$ cat config.mk
export PLATFORM = sky130hd
export DESIGN_NAME = fetch_ifid_stage
export DESIGN_NICKNAME = d
export VERILOG_FILES = /design/src/rtl/fetch_ifid_stage_pkg.sv /design/src/rtl/fetch_ifid_stage_ifid.sv /design/src/rtl/fetch_ifid_stage.sv
export SDC_FILE = /design/constraint.sdc
export NUM_CORES = 1
export LEC_CHECK = 0
export BUFFER_PORTS_ARGS = -buffer_cell sky130_fd_sc_hd__buf_4
export CAP_MARGIN = 20
export CORE_MARGIN = 4
export CORE_UTILIZATION = 52
export DETAILED_ROUTE_END_ITERATION = 8
export PLACE_DENSITY = 0.82
export SYNTH_ARGS = -nofsm -noshare
export SYNTH_HDL_FRONTEND = slang
export SYNTH_SLANG_ARGS = --single-unit
$ cat constraint.sdc
create_clock -name clk -period 2.44 [get_ports clk]
set_input_delay 0 -clock clk [delete_from_list [all_inputs] [get_ports clk]]
set_output_delay 0 -clock clk [all_outputs]
set_load 0.1 [all_outputs]
$ cat src/rtl/fetch_ifid_stage_pkg.sv
// Shared WISC-SP13 fetch/decode constants, fetch state encoding and IF/ID word layout.
// Latency: n/a (definitions only).
// Backpressure: n/a.
package fetch_ifid_stage_pkg;

    localparam logic [4:0]  OP_HALT  = 5'b00000;
    localparam logic [4:0]  OP_NOP   = 5'b00001;
    localparam logic [15:0] NOP_WORD = {OP_NOP, 11'h000};

    typedef enum logic [1:0] {
        FETCH    = 2'd0,
        WAIT_MEM = 2'd1,
        HALTED   = 2'd2
    } fetch_state_t;

    typedef struct packed {
        logic [15:0] instr;
        logic [15:0] pcPlus2;
        logic        valid;
    } ifid_t;

    function automatic logic isHalt(input logic [15:0] instr);
        return instr[15:11] == OP_HALT;
    endfunction

endpackage

$ cat src/rtl/fetch_ifid_stage_ifid.sv
// IF/ID pipeline register: 33-bit word with write enable and synchronous flush.
// Latency: 1 cycle from d to q.
// Backpressure: writeEn=0 holds the word; flush squashes to a bubble regardless of writeEn.
module ifid_reg
    import fetch_ifid_stage_pkg::*;
#(
    parameter logic [15:0] NOP_INSTR = NOP_WORD
) (
    input  logic  clk,
    input  logic  rst,
    input  logic  writeEn,
    input  logic  flush,
    input  ifid_t d,
    output ifid_t q
);

    always_ff @(posedge clk or posedge rst) begin
        if (rst) begin
            q <= {NOP_INSTR, 16'h0000, 1'b0};
        end else if (flush) begin
            // PC+2 of a squashed slot is meaningless, so it is simply left alone
            q.instr <= NOP_INSTR;
            q.valid <= 1'b0;
        end else if (writeEn) begin
            q <= d;
        end
    end

endmodule

$ cat src/rtl/fetch_ifid_stage.sv
// Instruction fetch (PC, stalling imem handshake, redirect, HALT freeze) feeding the IF/ID register.
// Latency: instruction appears in IF/ID the cycle after memory completes it.
// Backpressure: PCwriteEn/IFIDwriteEn hold PC and IF/ID; imemStall holds the request address.
module fetch_ifid_stage
    import fetch_ifid_stage_pkg::*;
#(
    parameter logic [15:0] RESET_PC  = 16'h0000,
    parameter logic [15:0] NOP_INSTR = NOP_WORD
) (
    input  logic        clk,
    input  logic        rst,
    input  logic        PCwriteEn,
    input  logic        IFIDwriteEn,
    input  logic        flush,
    input  logic [15:0] redirectPC,
    output logic [15:0] imemAddr,
    output logic        imemRd,
    input  logic [15:0] imemData,
    input  logic        imemStall,
    output logic [15:0] ifidInstr,
    output logic [15:0] ifidPCplus2,
    output logic        ifidValid,
    output logic        fetchStall,
    output logic        halted
);

    fetch_state_t state, stateNext;
    logic [15:0]  pc, pcNext, pcPlus2;
    logic [15:0]  pendPC, pendPCNext;
    logic         pendValid, pendValidNext;
    logic         done, capture;
    ifid_t        ifidD, ifidQ;

    assign pcPlus2    = pc + 16'd2;
    assign imemAddr   = pc;
    assign imemRd     = (state != HALTED);
    assign done       = imemRd & ~imemStall;
    assign fetchStall = imemRd & imemStall;
    assign halted     = (state == HALTED);
    // Data returned while a redirect is owed belongs to the squashed path
    assign capture    = done & ~flush & ~pendValid;

    always_comb begin
        stateNext     = state;
        pcNext        = pc;
        pendPCNext    = pendPC;
        pendValidNext = pendValid;
        case (state)
            FETCH, WAIT_MEM: begin
                if (imemStall) begin
                    // Address must stay stable while memory is busy, so park the redirect
                    stateNext = WAIT_MEM;
                    if (flush) begin
                        pendPCNext    = redirectPC;
                        pendValidNext = 1'b1;
                    end
                end else begin
                    stateNext     = FETCH;
                    pendValidNext = 1'b0;
                    if (flush) begin
                        pcNext = redirectPC;
                    end else if (pendValid) begin
                        pcNext = pendPC;
                    end else if (PCwriteEn && IFIDwriteEn && isHalt(imemData)) begin
                        stateNext = HALTED;
                    end else if (PCwriteEn) begin
                        pcNext = pcPlus2;
                    end
                end
            end
            HALTED: begin
                // A HALT fetched down a mispredicted path is undone by the redirect
                if (flush) begin
                    pcNext    = redirectPC;
                    stateNext = FETCH;
                end
            end
            default: stateNext = FETCH;
        endcase
    end

    always_ff @(posedge clk or posedge rst) begin
        if (rst) begin
            state     <= FETCH;
            pc        <= RESET_PC;
            pendPC    <= 16'h0000;
            pendValid <= 1'b0;
        end else begin
            state     <= stateNext;
            pc        <= pcNext;
            pendPC    <= pendPCNext;
            pendValid <= pendValidNext;
        end
    end

    always_comb begin
        ifidD.instr   = capture ? imemData : NOP_INSTR;
        ifidD.pcPlus2 = pcPlus2;
        ifidD.valid   = capture;
    end

    ifid_reg #(
        .NOP_INSTR(NOP_INSTR)
    ) u_ifid (
        .clk    (clk),
        .rst    (rst),
        .writeEn(IFIDwriteEn),
        .flush  (flush),
        .d      (ifidD),
        .q      (ifidQ)
    );

    assign ifidInstr   = ifidQ.instr;
    assign ifidPCplus2 = ifidQ.pcPlus2;
    assign ifidValid   = ifidQ.valid;

endmodule

==> impl_results.rst, run 1 <==
.. list-table::
   :header-rows: 1

   * - Metric
     - Value
   * - Outcome
     - complete, no violations
   * - Detailed placement HPWL
     - 5.64 mm
   * - Die area
     - between 7000 and 8000 sq um
   * - Number of vias in the routed layout
     - 2,867
   * - Biggest area contributors in the synthesized netlist
     - sky130_fd_sc_hd__dfrtp_1 51%, sky130_fd_sc_hd__mux2_2 8.3%, sky130_fd_sc_hd__a22o_1 4.0%, sky130_fd_sc_hd__o21ai_0 3.4%, sky130_fd_sc_hd__nand2_1 3.1%
   * - Maximum number of pins on one net before global-route repair
     - 30
   * - Cell type with the highest aggregate area in the netlist
     - sky130_fd_sc_hd__dfrtp_1
   * - Synthesized-area fraction occupied by and/or/nand/nor cells
     - 13.2%
   * - Synthesized netlist net count
     - 338
   * - Critical path arrival
     - 2.44 ns
   * - Standard-cell rows
     - 28
   * - Total of cells resized after clock tree synthesis
     - 0
   * - Number of enable flip-flop cells after synthesis
     - 0
   * - Number of top-level pins
     - 90
   * - Launching element type of the critical path
     - flip-flop
   * - Pwr Density
     - between 800 and 900 nW/um^2
   * - XOR/XNOR share of the synthesized area
     - under 10%
   * - Wire length of the first global-routing pass
     - between 10 and 15 mm
   * - 1st-iter DRT viols
     - 161
   * - Type of the worst setup path
     - reg2reg
   * - Ratio of cells with drive above 1 in the final layout
     - 34.7%
   * - Core Region
     - 6030 sq um
   * - Initial antenna violation count
     - 0
   * - Endpoint type of the worst setup path
     - flip-flop
   * - Post-Syn Area per Cell
     - 10.9 sq um
   * - Launching instance or port of the critical path
     - pendValid
   * - Final setup vio count
     - 0
   * - Power dissipated by switching net loads
     - 1820 uW
   * - Combinational share of power
     - 42.5%
   * - Hold/Removal Path Class
     - in2reg
   * - Fraction of synthesized area in multiplexers
     - 8.58%
   * - Max capacitance violation total
     - 0
   * - Area share of the largest cell type after synthesis
     - 51.3%
   * - Final clock skew
     - 0.00905 ns
   * - Clock latency at the later pin of the worst-skew pair
     - about 0.35 ns
   * - GPL Wtd Cong
     - 0.775
   * - Depth of the CTS H-tree
     - 3
   * - Count of port buffers added during placement
     - 89
   * - Switching share of power
     - 46.0%
   * - Power share of the clock group
     - 21.0%
   * - Total leakage power
     - 0.00208 uW
   * - Cell with the biggest individual delay on the critical path
     - sky130_fd_sc_hd__dlygate4sd3_1
   * - Fin crit period
     - approximately 2.2 ns
   * - Final antenna diode count
     - 0
   * - Tightest slew margin relative to the limit
     - 34.4%
   * - Post-synth ARST share
     - 100%
   * - Cell-by-cell trace of the critical path
     - buf_4, or2_2, nor4_4, buf_4, a21oi_1, dlygate4sd3_1
   * - Area growth, synth to finish
     - 38.9%
   * - Final Power
     - 3960 uW
   * - Starting utilization of the core area
     - 54.2%
   * - Average routed wire per standard cell
     - about 17 um
   * - First-pass iteration count of the detailed router
     - 5
   * - Clock tree from TritonCTS
     - built
   * - Buffer levels on the longest clock path
     - 2
   * - Post-route standard cell area excluding fillers
     - between 4000 and 5000 sq um
   * - Part of the Yosys area used for sequential elements
     - 52.1%
   * - Clock tree sinks
     - between 60 and 70
   * - Max FO, Critical Path
     - 24
   * - Routed vias/inst
     - 5.65
   * - Total routed wirelength
     - 8.79 mm
   * - Required time at the endpoint of the critical path
     - 2.71 ns
   * - Depth of the worst register-to-register path
     - 6
   * - Dominant synthesized flop cell
     - sky130_fd_sc_hd__dfrtp_1
   * - Period utilisation layout
     - 89.0%
   * - Residual DRC
     - 0
   * - Complex-gate fraction of the synthesized area
     - 18.5%
   * - Origin of the worst min-delay path
     - IFIDwriteEn
   * - Critical path's most frequent cell
     - sky130_fd_sc_hd__buf_4
   * - Slew at the pin closest to its max-slew limit
     - about 0.98 ns
   * - Grt total ovfl
     - 0
   * - Number of flip-flops and latches in the synthesized netlist
     - 68
   * - Fraction of the mapped netlist area in adder cells
     - 0.383%
   * - Final Net Count
     - around 470
   * - Warnings from Yosys
     - 0
   * - Post-synth design cell area
     - 3270 sq um
   * - Overall routing resource usage
     - 24.5%
   * - Termination of the worst setup path
     - u_ifid.q[28]
   * - Max-slew violation count
     - 0
   * - Number of distinct library cells after synthesis
     - 53
   * - Slowest cell delay on critical path
     - ~0.56 ns
   * - Die height
     - 87.3 um
   * - Master cell of the clock root buffer
     - sky130_fd_sc_hd__clkbuf_8
   * - Worst r2r src
     - pendValid
   * - Endpoint of the lowest-slack register-to-register path
     - u_ifid.q[28]
   * - Fmax
     - 0.460 GHz
   * - Maximum resistive drop on vdd
     - slightly below 0.0007 V
   * - Die X
     - 87.3 um
   * - Dominant combinational cell family by area after synthesis
     - compound AO/OA/AOI/OAI gates
   * - Library cell with the highest instance count after synthesis
     - sky130_fd_sc_hd__dfrtp_1
   * - Unrepaired setup endpoints after global routing
     - false
   * - Final antenna-violating net count
     - 0
   * - Cell-internal power
     - around 2100 uW
   * - R2R Setup Slk
     - 0.27 ns
   * - Final hold slack
     - 0.0831 ns
   * - Vias in the first global route
     - 2,813
   * - Worst-path clk slew
     - 0.06 ns
   * - Worst hold path stage count
     - 3
   * - Placement Cell Area
     - 3990 sq um
   * - Setup_tns
     - 0 ns
   * - Final Hold Viols
     - 0
   * - Number of instances in the synthesized netlist
     - 299
   * - Part of the total power dissipated in sequential elements
     - 36.5%
   * - Total clock buffers created by CTS
     - 9
   * - Most frequent cells after synthesis
     - 67 x sky130_fd_sc_hd__dfrtp_1, 27 x sky130_fd_sc_hd__nand2_1, 24 x sky130_fd_sc_hd__mux2_2, 24 x sky130_fd_sc_hd__nor2_1, 22 x sky130_fd_sc_hd__o21ai_0
metrics by stage:
step	worst slack [ns]	util [%]	cells
floorplan	0.0449	-	299
CTS	0.272	75.2	506
global route	0.127	75.3	507
finish	0.267	75.3	507
detailed placement	0.428	66.2	454
global placement	0.485	66.2	454
worst max-delay path, delay by kind of cell, from the launching register on:
family / cells / cell delay (ns)
and+or+nand+nor: 2 / 0.58
buffers and inverters: 3 / 1.05
AOI/OAI and AO/OA: 1 / 0.09
DFF: 1 / 0.38
repair_timing:
item / 4_1_cts / 5_1_grt
endpoints found under the setup margin: 0 / 0
endpoints found under the hold margin: 62 / 0
hold buffers: 37 / 0
setup buffers: 0 / 0
state kept, by name (all words and copies together), names as in the netlist:
register and count:
u_ifid.q 33, imemAddr 16, pendPC 16, state 2, pendValid 1
cell type report:
cell class / instances / area (sq um)
clock buffer: 13 / 159
clock inverter: 2 / 10.0
fill: 400 / 1490
inverter: 7 / 26.3
multi-input combinational: 208 / 1450
sequential: 68 / 1700
tap: 75 / 93.8
timing repair buffer: 134 / 1100
kinds of logic after synthesis:
group           after synthesis
xor+xnor                     13
buf+inv                      23
mux                          25
simple gates                 85
fa+ha+maj                     1
compound gates               84
flops                        68
placed cells by master (no fill, tap or decap), types with 11 or more instances in the layout:
cell type / instances
sky130_fd_sc_hd__nand2_1: 27
sky130_fd_sc_hd__clkbuf_8: 11
sky130_fd_sc_hd__dfrtp_1: 67
sky130_fd_sc_hd__a21oi_1: 20
sky130_fd_sc_hd__dlygate4sd3_1: 37
sky130_fd_sc_hd__nor2_1: 24
sky130_fd_sc_hd__a22o_1: 15
sky130_fd_sc_hd__mux2_2: 24
sky130_fd_sc_hd__o21ai_0: 22
sky130_fd_sc_hd__buf_4: 97
worst min path at each step:
stage	to	slack, ns
4_1_cts	u_ifid.q[17]	0.20
3_5_place_dp	u_ifid.q[17]	0.02
5_1_grt	u_ifid.q[32]	0.07
2_1_floorplan	u_ifid.q[28]	0.09
3_3_place_gp	u_ifid.q[17]	0.009
6_report	u_ifid.q[31]	0.08
routing by layer:
layer  global-route usage (%)  vias to the layer above  wire length [um]
li1                         -                     1341                 -
met1                     31.2                     1376              3690
met2                     40.0                      123              4390
met3                     5.96                       27               484
met4                     10.2                        0               228
met5                        0                        -                 0
power groups by stage:
stage | Combinational [uW] | Clock (uW) | Sequential, uW
after floorplan | 388 | 0 | 2330
after global placement | 1610 | 0 | 1450
after detailed placement | 1630 | 0 | 1460
after CTS | 1680 | 838 | 1440
after global routing | 1750 | 893 | 1470
final | 1680 | 831 | 1450
Note: power is estimated with default switching activity, not from simulation.
==> run 2, diff against run 1 <==
GPL_TIMING_DRIVEN = 1   (was default)
MAX_ROUTING_LAYER = met4   (was default)
==> run 2 against run 1 <==
Compared with the run above:
- sequential share of layout area stayed put
- die area stayed put
- hold slack lost 0.0027 ns
- count of clock-buffer cells in the layout unchanged
- largest cell class unchanged
==> impl_results.rst, run 2 (same netlist as run 1, synthesis figures left out) <==
.. list-table::
   :header-rows: 1

   * - Metric
     - Value
   * - Outcome
     - complete, no violations (unchanged)
   * - R2R Setup Slk
     - 0.26 ns (was 0.27 ns)
   * - Final clock skew
     - 0.00698 ns (was 0.00905 ns)
   * - Pwr Density
     - 872 nW/um^2 (was 873 nW/um^2)
   * - First-pass iteration count of the detailed router
     - 4 (was 5)
   * - Average routed wire per standard cell
     - 17.2 um (was 17.3 um)
   * - Ratio of cells with drive above 1 in the final layout
     - 34.7% (unchanged)
   * - Endpoint of the lowest-slack register-to-register path
     - u_ifid.q[28] (unchanged)
   * - Final hold slack
     - 0.0805 ns (was 0.0831 ns)
   * - Worst Hold Endpoint
     - u_ifid.q[31] (unchanged)
   * - Worst-path clk slew
     - 0.06 ns (about the same)
   * - Flip-flop count of the largest register after layout
     - 33 (unchanged)
   * - Residual DRC
     - 0 (unchanged)
   * - Post-route standard cell area excluding fillers
     - 4540 sq um (unchanged)
   * - Vias in the first global route
     - 2,811 (was 2,813)
   * - Count of port buffers added during placement
     - 89 (unchanged)
   * - Commonest cells after routing, fill and taps aside
     - 97 x sky130_fd_sc_hd__buf_4, 67 x sky130_fd_sc_hd__dfrtp_1, 37 x sky130_fd_sc_hd__dlygate4sd3_1 (unchanged)
   * - Clock latency at the later pin of the worst-skew pair
     - 0.35 ns (about the same)
   * - Worst r2r src
     - pendValid (unchanged)
   * - Slew at the pin closest to its max-slew limit
     - 0.948 ns (was 0.981 ns)
   * - Final Net Count
     - 467 (unchanged)
   * - Clock tree sinks
     - 68 (unchanged)
   * - Final antenna diode count
     - 0 (unchanged)
   * - Detailed placement HPWL
     - 5.64 mm (unchanged)
   * - Commonest non-fill, non-tap cell in the layout
     - sky130_fd_sc_hd__buf_4 (unchanged)
   * - Maximum resistive drop on vdd
     - 0.000676 V (was 0.000675 V)
   * - Area growth, synth to finish
     - 38.9% (unchanged)
   * - Kind of cell with the highest combined delay on the critical path
     - buffers and inverters (unchanged)
   * - Unrepaired setup endpoints after global routing
     - false (unchanged)
   * - Master cell of the clock root buffer
     - sky130_fd_sc_hd__clkbuf_8 (unchanged)
   * - Wire length of the first global-routing pass
     - 14.2 mm (unchanged)
   * - Total clock buffers created by CTS
     - 9 (unchanged)
   * - End-of-flow core utilization
     - 75.3% (unchanged)
   * - Required time at the endpoint of the critical path
     - 2.71 ns (about the same)
   * - Number of vias in the routed layout
     - 2,836 (was 2,867)
   * - Overall routing resource usage
     - 25.2% (was 24.5%)
   * - Core Region
     - 6030 sq um (unchanged)
   * - Die area
     - 7620 sq um (unchanged)
   * - Endpoint type of the worst setup path
     - flip-flop (unchanged)
   * - Postcts setup bufs
     - 0 (unchanged)
   * - Launching element type of the critical path
     - flip-flop (unchanged)
   * - Cell-by-cell trace of the critical path
     - buf_4, or2_2, nor4_4, buf_4, a21oi_1, dlygate4sd3_1 (unchanged)
   * - Slowest cell delay on critical path
     - 0.56 ns (about the same)
   * - Number of buffer and inverter stages on the critical path
     - 3 (unchanged)
   * - Period utilisation layout
     - 89.2% (was 89.0%)
   * - Max capacitance violation total
     - 0 (unchanged)
   * - Critical path arrival
     - 2.45 ns (was 2.44 ns)
   * - GPL Wtd Cong
     - 0.786 (was 0.775)
   * - Die height
     - 87.3 um (unchanged)
   * - Number of top-level pins
     - 90 (unchanged)
   * - Clock tree from TritonCTS
     - built (unchanged)
   * - Setup_tns
     - 0 ns (unchanged)
   * - Starting utilization of the core area
     - 54.2% (unchanged)
   * - Max FO, Critical Path
     - 24 (unchanged)
   * - Final Hold Viols
     - 0 (unchanged)
   * - Depth of the CTS H-tree
     - 3 (unchanged)
   * - Final antenna-violating net count
     - 0 (unchanged)
   * - Fin crit period
     - 2.18 ns (was 2.17 ns)
   * - Standard-cell rows
     - 28 (unchanged)
   * - Routed vias/inst
     - 5.59 (was 5.65)
   * - Placed insts
     - 454 (unchanged)
   * - Max-slew violation count
     - 0 (unchanged)
   * - Origin of the worst min-delay path
     - IFIDwriteEn (unchanged)
   * - Grt total ovfl
     - 0 (unchanged)
   * - Tightest slew margin relative to the limit
     - 36.6% (was 34.4%)
   * - Initial antenna violation count
     - 0 (unchanged)
   * - Maximum number of pins on one net before global-route repair
     - 30 (unchanged)
   * - Die X
     - 87.3 um (unchanged)
   * - Type of the worst setup path
     - reg2reg (unchanged)
   * - Final setup vio count
     - 0 (unchanged)
   * - Buffer levels on the longest clock path
     - 2 (unchanged)
   * - Fmax
     - 0.460 GHz (about the same)
   * - 1st-iter DRT viols
     - 165 (was 161)
   * - Total routed wirelength
     - 8.74 mm (was 8.79 mm)
   * - Depth of the worst register-to-register path
     - 6 (unchanged)
   * - Placement Cell Area
     - 3990 sq um (unchanged)
   * - Cell with the biggest individual delay on the critical path
     - sky130_fd_sc_hd__dlygate4sd3_1 (unchanged)
   * - Total leakage power
     - 0.00208 uW (unchanged)
   * - Critical path's most frequent cell
     - sky130_fd_sc_hd__buf_4 (unchanged)
   * - Worst hold path stage count
     - 3 (unchanged)
   * - Final cell count without fillers
     - 507 (unchanged)
   * - Hold/Removal Path Class
     - in2reg (unchanged)
   * - Register with the most flip-flops
     - u_ifid.q (unchanged)
==> run 2: cell counts in the layout (fill, tap and decap cells not counted) <==
Identical to the previous run, type by type.
==> run 2: worst register-to-register path, cell delays in order (launching register included) <==
cell and delay (ns):
sky130_fd_sc_hd__dfrtp_1 0.39, sky130_fd_sc_hd__buf_4 0.22, sky130_fd_sc_hd__or2_2 0.35, sky130_fd_sc_hd__nor4_4 0.22, sky130_fd_sc_hd__buf_4 0.27, sky130_fd_sc_hd__a21oi_1 0.10
sky130_fd_sc_hd__dlygate4sd3_1 0.56
==> run 2: area by class of cell <==
cell class	instances	area, sq um
clock buffer	13	159
clock inverter	2	10.0
fill	400	1490
inverter	7	26.3
multi-input combinational	208	1450
sequential	68	1700
tap	75	93.8
timing repair buffer	134	1100
==> run 2: worst max path at each step <==
| stage | start | to | cells after the start |
|---|---|---|---|
| 2_1_floorplan | imemAddr[1] | imemAddr[11] | 6 |
| 3_3_place_gp | pendValid | imemAddr[11] | 5 |
| 3_5_place_dp | pendValid | imemAddr[11] | 5 |
| 4_1_cts | pendValid | u_ifid.q[28] | 6 |
| 5_1_grt | pendValid | imemAddr[11] | 5 |
| 6_report | pendValid | u_ifid.q[28] | 6 |
==> run 2: power by group <==
group	switching, uW	total, uW	internal, uW
Sequential	152	1450	1290
Clock	413	829	416
Combinational	1250	1680	429
Total	1820	3960	2140
==> run 2: through the flow <==
stage | setup slack (ns) | total power [uW]
after global placement | 0.485 | 3070
after CTS | 0.272 | 3960
after detailed placement | 0.428 | 3090
after global routing | 0.127 | 4110
after floorplan | 0.0449 | 2710
final | 0.264 | 3960
==> run 2: what timing repair did <==
| action | in CTS | in global routing |
|---|---|---|
| endpoints found under the hold margin | 62 | 0 |
| hold buffers | 37 | 0 |
| gates resized for setup | 0 | 0 |
==> run 2: per-layer routing <==
metal,vias to the layer above,global-route usage (%),wire (um)
met4,0,10.2,195
li1,1346,-,-
met5,-,-,0
met3,20,5.49,487
met1,1376,31.3,3640
met2,94,40.0,4430
==> run 3, diff against run 2 <==
RECOVER_POWER = 50   (was default)
==> run 3 against run 2 <==
Compared with the run above:
- die area did not move
- critical path depth did not move
- sequential power barely moved
- first-iteration DRC count rose by 4.8%
- core utilization fell by 2.1 points
- total power fell by 1.7%
- register-to-register slack barely moved
- critical endpoint unchanged
==> impl_results.rst, run 3 (same netlist as run 1, synthesis figures left out) <==
.. list-table::
   :header-rows: 1

   * - Metric
     - Value
   * - Outcome
     - complete, no violations (unchanged)
   * - Hold/Removal Path Class
     - in2reg (unchanged)
   * - Die X
     - 87.3 um (unchanged)
   * - Fin crit period
     - 2.18 ns (about the same)
   * - Wire length of the first global-routing pass
     - 14.2 mm (unchanged)
   * - Cell with the biggest individual delay on the critical path
     - sky130_fd_sc_hd__dlygate4sd3_1 (unchanged)
   * - Final hold slack
     - 0.0748 ns (was 0.0805 ns)
   * - Buffer levels on the longest clock path
     - 2 (unchanged)
   * - Clock latency at the later pin of the worst-skew pair
     - 0.36 ns (was 0.35 ns)
   * - Flip-flop count of the largest register after layout
     - 33 (unchanged)
   * - Total clock buffers created by CTS
     - 9 (unchanged)
   * - Slowest cell delay on critical path
     - 0.56 ns (about the same)
   * - Most used routing layer
     - met2 (unchanged)
   * - Routed vias/inst
     - 5.67 (was 5.59)
   * - Worst Hold Endpoint
     - u_ifid.q[31] (unchanged)
   * - Max FO, Critical Path
     - 24 (unchanged)
   * - Final Net Count
     - 467 (unchanged)
   * - Origin of the worst min-delay path
     - IFIDwriteEn (unchanged)
   * - Depth of the CTS H-tree
     - 3 (unchanged)
   * - Worst r2r src
     - pendValid (unchanged)
   * - GPL Wtd Cong
     - 0.786 (unchanged)
   * - Area growth, synth to finish
     - 35.0% (was 38.9%)
   * - Fmax
     - 0.459 GHz (was 0.460 GHz)
   * - Commonest non-fill, non-tap cell in the layout
     - sky130_fd_sc_hd__dfrtp_1 (was sky130_fd_sc_hd__buf_4)
   * - Unrepaired setup endpoints after global routing
     - false (unchanged)
   * - Worst hold path stage count
     - 3 (unchanged)
   * - Met1 track demand over resource in global routing
     - 31.3% (unchanged)
   * - Grt total ovfl
     - 0 (unchanged)
   * - Cell-internal power
     - 2070 uW (was 2140 uW)
   * - Final antenna-violating net count
     - 0 (unchanged)
   * - Max capacitance violation total
     - 0 (unchanged)
   * - Detailed placement HPWL
     - 5.64 mm (unchanged)
   * - Core Region
     - 6030 sq um (unchanged)
   * - Commonest cells after routing, fill and taps aside
     - 67 x sky130_fd_sc_hd__dfrtp_1, 62 x sky130_fd_sc_hd__buf_4, 37 x sky130_fd_sc_hd__dlygate4sd3_1 (was 97 x sky130_fd_sc_hd__buf_4, 67 x sky130_fd_sc_hd__dfrtp_1, 37 x sky130_fd_sc_hd__dlygate4sd3_1)
   * - Ratio of cells with drive above 1 in the final layout
     - 26.9% (was 34.7%)
   * - Required time at the endpoint of the critical path
     - 2.72 ns (was 2.71 ns)
   * - Standard-cell rows
     - 28 (unchanged)
   * - Area used by multi-input combinational logic
     - 1450 sq um (unchanged)
   * - Critical path arrival
     - 2.45 ns (about the same)
   * - Count of fill cells added during filler insertion
     - 425 (was 400)
   * - Cell-by-cell trace of the critical path
     - buf_4, or2_2, nor4_4, buf_4, a21oi_1, dlygate4sd3_1 (unchanged)
   * - Endpoint of the lowest-slack register-to-register path
     - u_ifid.q[28] (unchanged)
   * - Final clock skew
     - 0.00656 ns (was 0.00698 ns)
   * - Part of the total power dissipated in sequential elements
     - 37.2% (was 36.5%)
   * - Tightest slew margin relative to the limit
     - 19.6% (was 36.6%)
   * - Final Power
     - 3890 uW (was 3960 uW)
   * - Number of buffer and inverter stages on the critical path
     - 3 (unchanged)
   * - Die height
     - 87.3 um (unchanged)
   * - Total routed wirelength
     - 8.83 mm (was 8.74 mm)
   * - Clock tree sinks
     - 68 (unchanged)
   * - Final cell count without fillers
     - 507 (unchanged)
   * - Clock tree from TritonCTS
     - built (unchanged)
   * - Critical path's most frequent cell
     - sky130_fd_sc_hd__buf_4 (unchanged)
   * - Max-slew violation count
     - 0 (unchanged)
   * - Type of the worst setup path
     - reg2reg (unchanged)
   * - Launching element type of the critical path
     - flip-flop (unchanged)
   * - Combinational share of power
     - 41.5% (was 42.5%)
   * - First-pass iteration count of the detailed router
     - 5 (was 4)
   * - Met3 layer usage reported by global route
     - 5.49% (unchanged)
   * - Kind of cell with the highest combined delay on the critical path
     - buffers and inverters (unchanged)
   * - Final setup vio count
     - 0 (unchanged)
   * - Worst-path clk slew
     - 0.06 ns (about the same)
   * - Power dissipated by switching net loads
     - 1820 uW (about the same)
   * - Maximum resistive drop on vdd
     - 0.000661 V (was 0.000676 V)
   * - Postcts setup bufs
     - 0 (unchanged)
   * - Master cell of the clock root buffer
     - sky130_fd_sc_hd__clkbuf_8 (unchanged)
   * - 1st-iter DRT viols
     - 173 (was 165)
   * - Slew at the pin closest to its max-slew limit
     - 1.21 ns (was 0.948 ns)
   * - Vias in the first global route
     - 2,811 (unchanged)
   * - Power share of the clock group
     - 21.4% (was 20.9%)
   * - Endpoint type of the worst setup path
     - flip-flop (unchanged)
   * - Maximum number of pins on one net before global-route repair
     - 30 (unchanged)
   * - Final antenna diode count
     - 0 (unchanged)
   * - Register with the most flip-flops
     - u_ifid.q (unchanged)
   * - Switching share of power
     - 46.8% (was 45.9%)
   * - Total leakage power
     - 0.00195 uW (was 0.00208 uW)
   * - Overall routing resource usage
     - 25.2% (unchanged)
   * - Sequential cell area
     - 1700 sq um (unchanged)
   * - Number of vias in the routed layout
     - 2,875 (was 2,836)
   * - Setup_tns
     - 0 ns (unchanged)
   * - Period utilisation layout
     - 89.2% (about the same)
   * - Average routed wire per standard cell
     - 17.4 um (was 17.2 um)
   * - Starting utilization of the core area
     - 54.2% (unchanged)
   * - Final Hold Viols
     - 0 (unchanged)
   * - Placed insts
     - 454 (unchanged)
   * - Initial antenna violation count
     - 0 (unchanged)
   * - Die area
     - 7620 sq um (unchanged)
   * - Global Route met2 Usage
     - 40.0% (unchanged)
   * - End-of-flow core utilization
     - 73.2% (was 75.3%)
   * - Residual DRC
     - 0 (unchanged)
   * - Pwr Density
     - 882 nW/um^2 (was 872 nW/um^2)
   * - R2R Setup Slk
     - 0.26 ns (about the same)
   * - Number of top-level pins
     - 90 (unchanged)
   * - Depth of the worst register-to-register path
     - 6 (unchanged)
   * - Count of port buffers added during placement
     - 89 (unchanged)
-- run 3: changes by cell type in the layout (fill, tap and decap cells not counted), sizes merged --
cell | before | now
buf | 97 | 62
clkbuf | 13 | 48
-- run 3: worst min-delay path: cells and delay by family --
| kind | cells | cell delay (ns) |
|---|---|---|
| AOI/OAI and AO/OA | 1 | 0.22 |
| buffers and inverters | 1 | 0.11 |
| and+or+nand+nor | 1 | 0.06 |
-- run 3: stage by stage --
stage / worst slack, ns / instance area, sq um
6_report: 0.263 / 4410
5_1_grt: 0.127 / 4410
4_1_cts: 0.272 / 4530
3_5_place_dp: 0.428 / 3990
3_3_place_gp: 0.485 / 3990
2_1_floorplan: 0.0449 / 3270
-- run 3: worst max path at each step --
stage                            from            to  slack [ns]  cells after the start
after floorplan           imemAddr[1]  imemAddr[11]        0.04                      6
after global routing        pendValid  imemAddr[11]        0.13                      5
after detailed placement    pendValid  imemAddr[11]        0.43                      5
after global placement      pendValid  imemAddr[11]        0.48                      5
final                       pendValid  u_ifid.q[28]        0.26                      6
after CTS                   pendValid  u_ifid.q[28]        0.27                      6
-- run 3: layer usage --
layer	vias up	wire length, um
li1	1345	-
met1	1393	3720
met2	113	4450
met3	24	450
met4	0	203
met5	-	0
-- run 3: layout make-up --
type                            instances  share of cell area [%]
Timing Repair Buffer                  134                    22.0
Clock inverter                          2                   0.227
Clock buffer                           13                    3.60
Inverter                                7                   0.596
Tap cell                               75                    2.13
Sequential cell                        68                    38.6
Multi-Input combinational cell        208                    32.8
-- run 3: power groups by stage --
stage | logic [uW] | registers, uW | clock network [uW]
floorplan | 388 | 2330 | 0
global placement | 1610 | 1450 | 0
detailed placement | 1630 | 1460 | 0
CTS | 1680 | 1440 | 838
global route | 1680 | 1470 | 892
finish | 1610 | 1450 | 832
-- run 3: what timing repair did --
item / in CTS / in global routing
hold buffers: 37 / 0
resized for setup: 0 / 0
endpoints found under the hold margin: 62 / 0
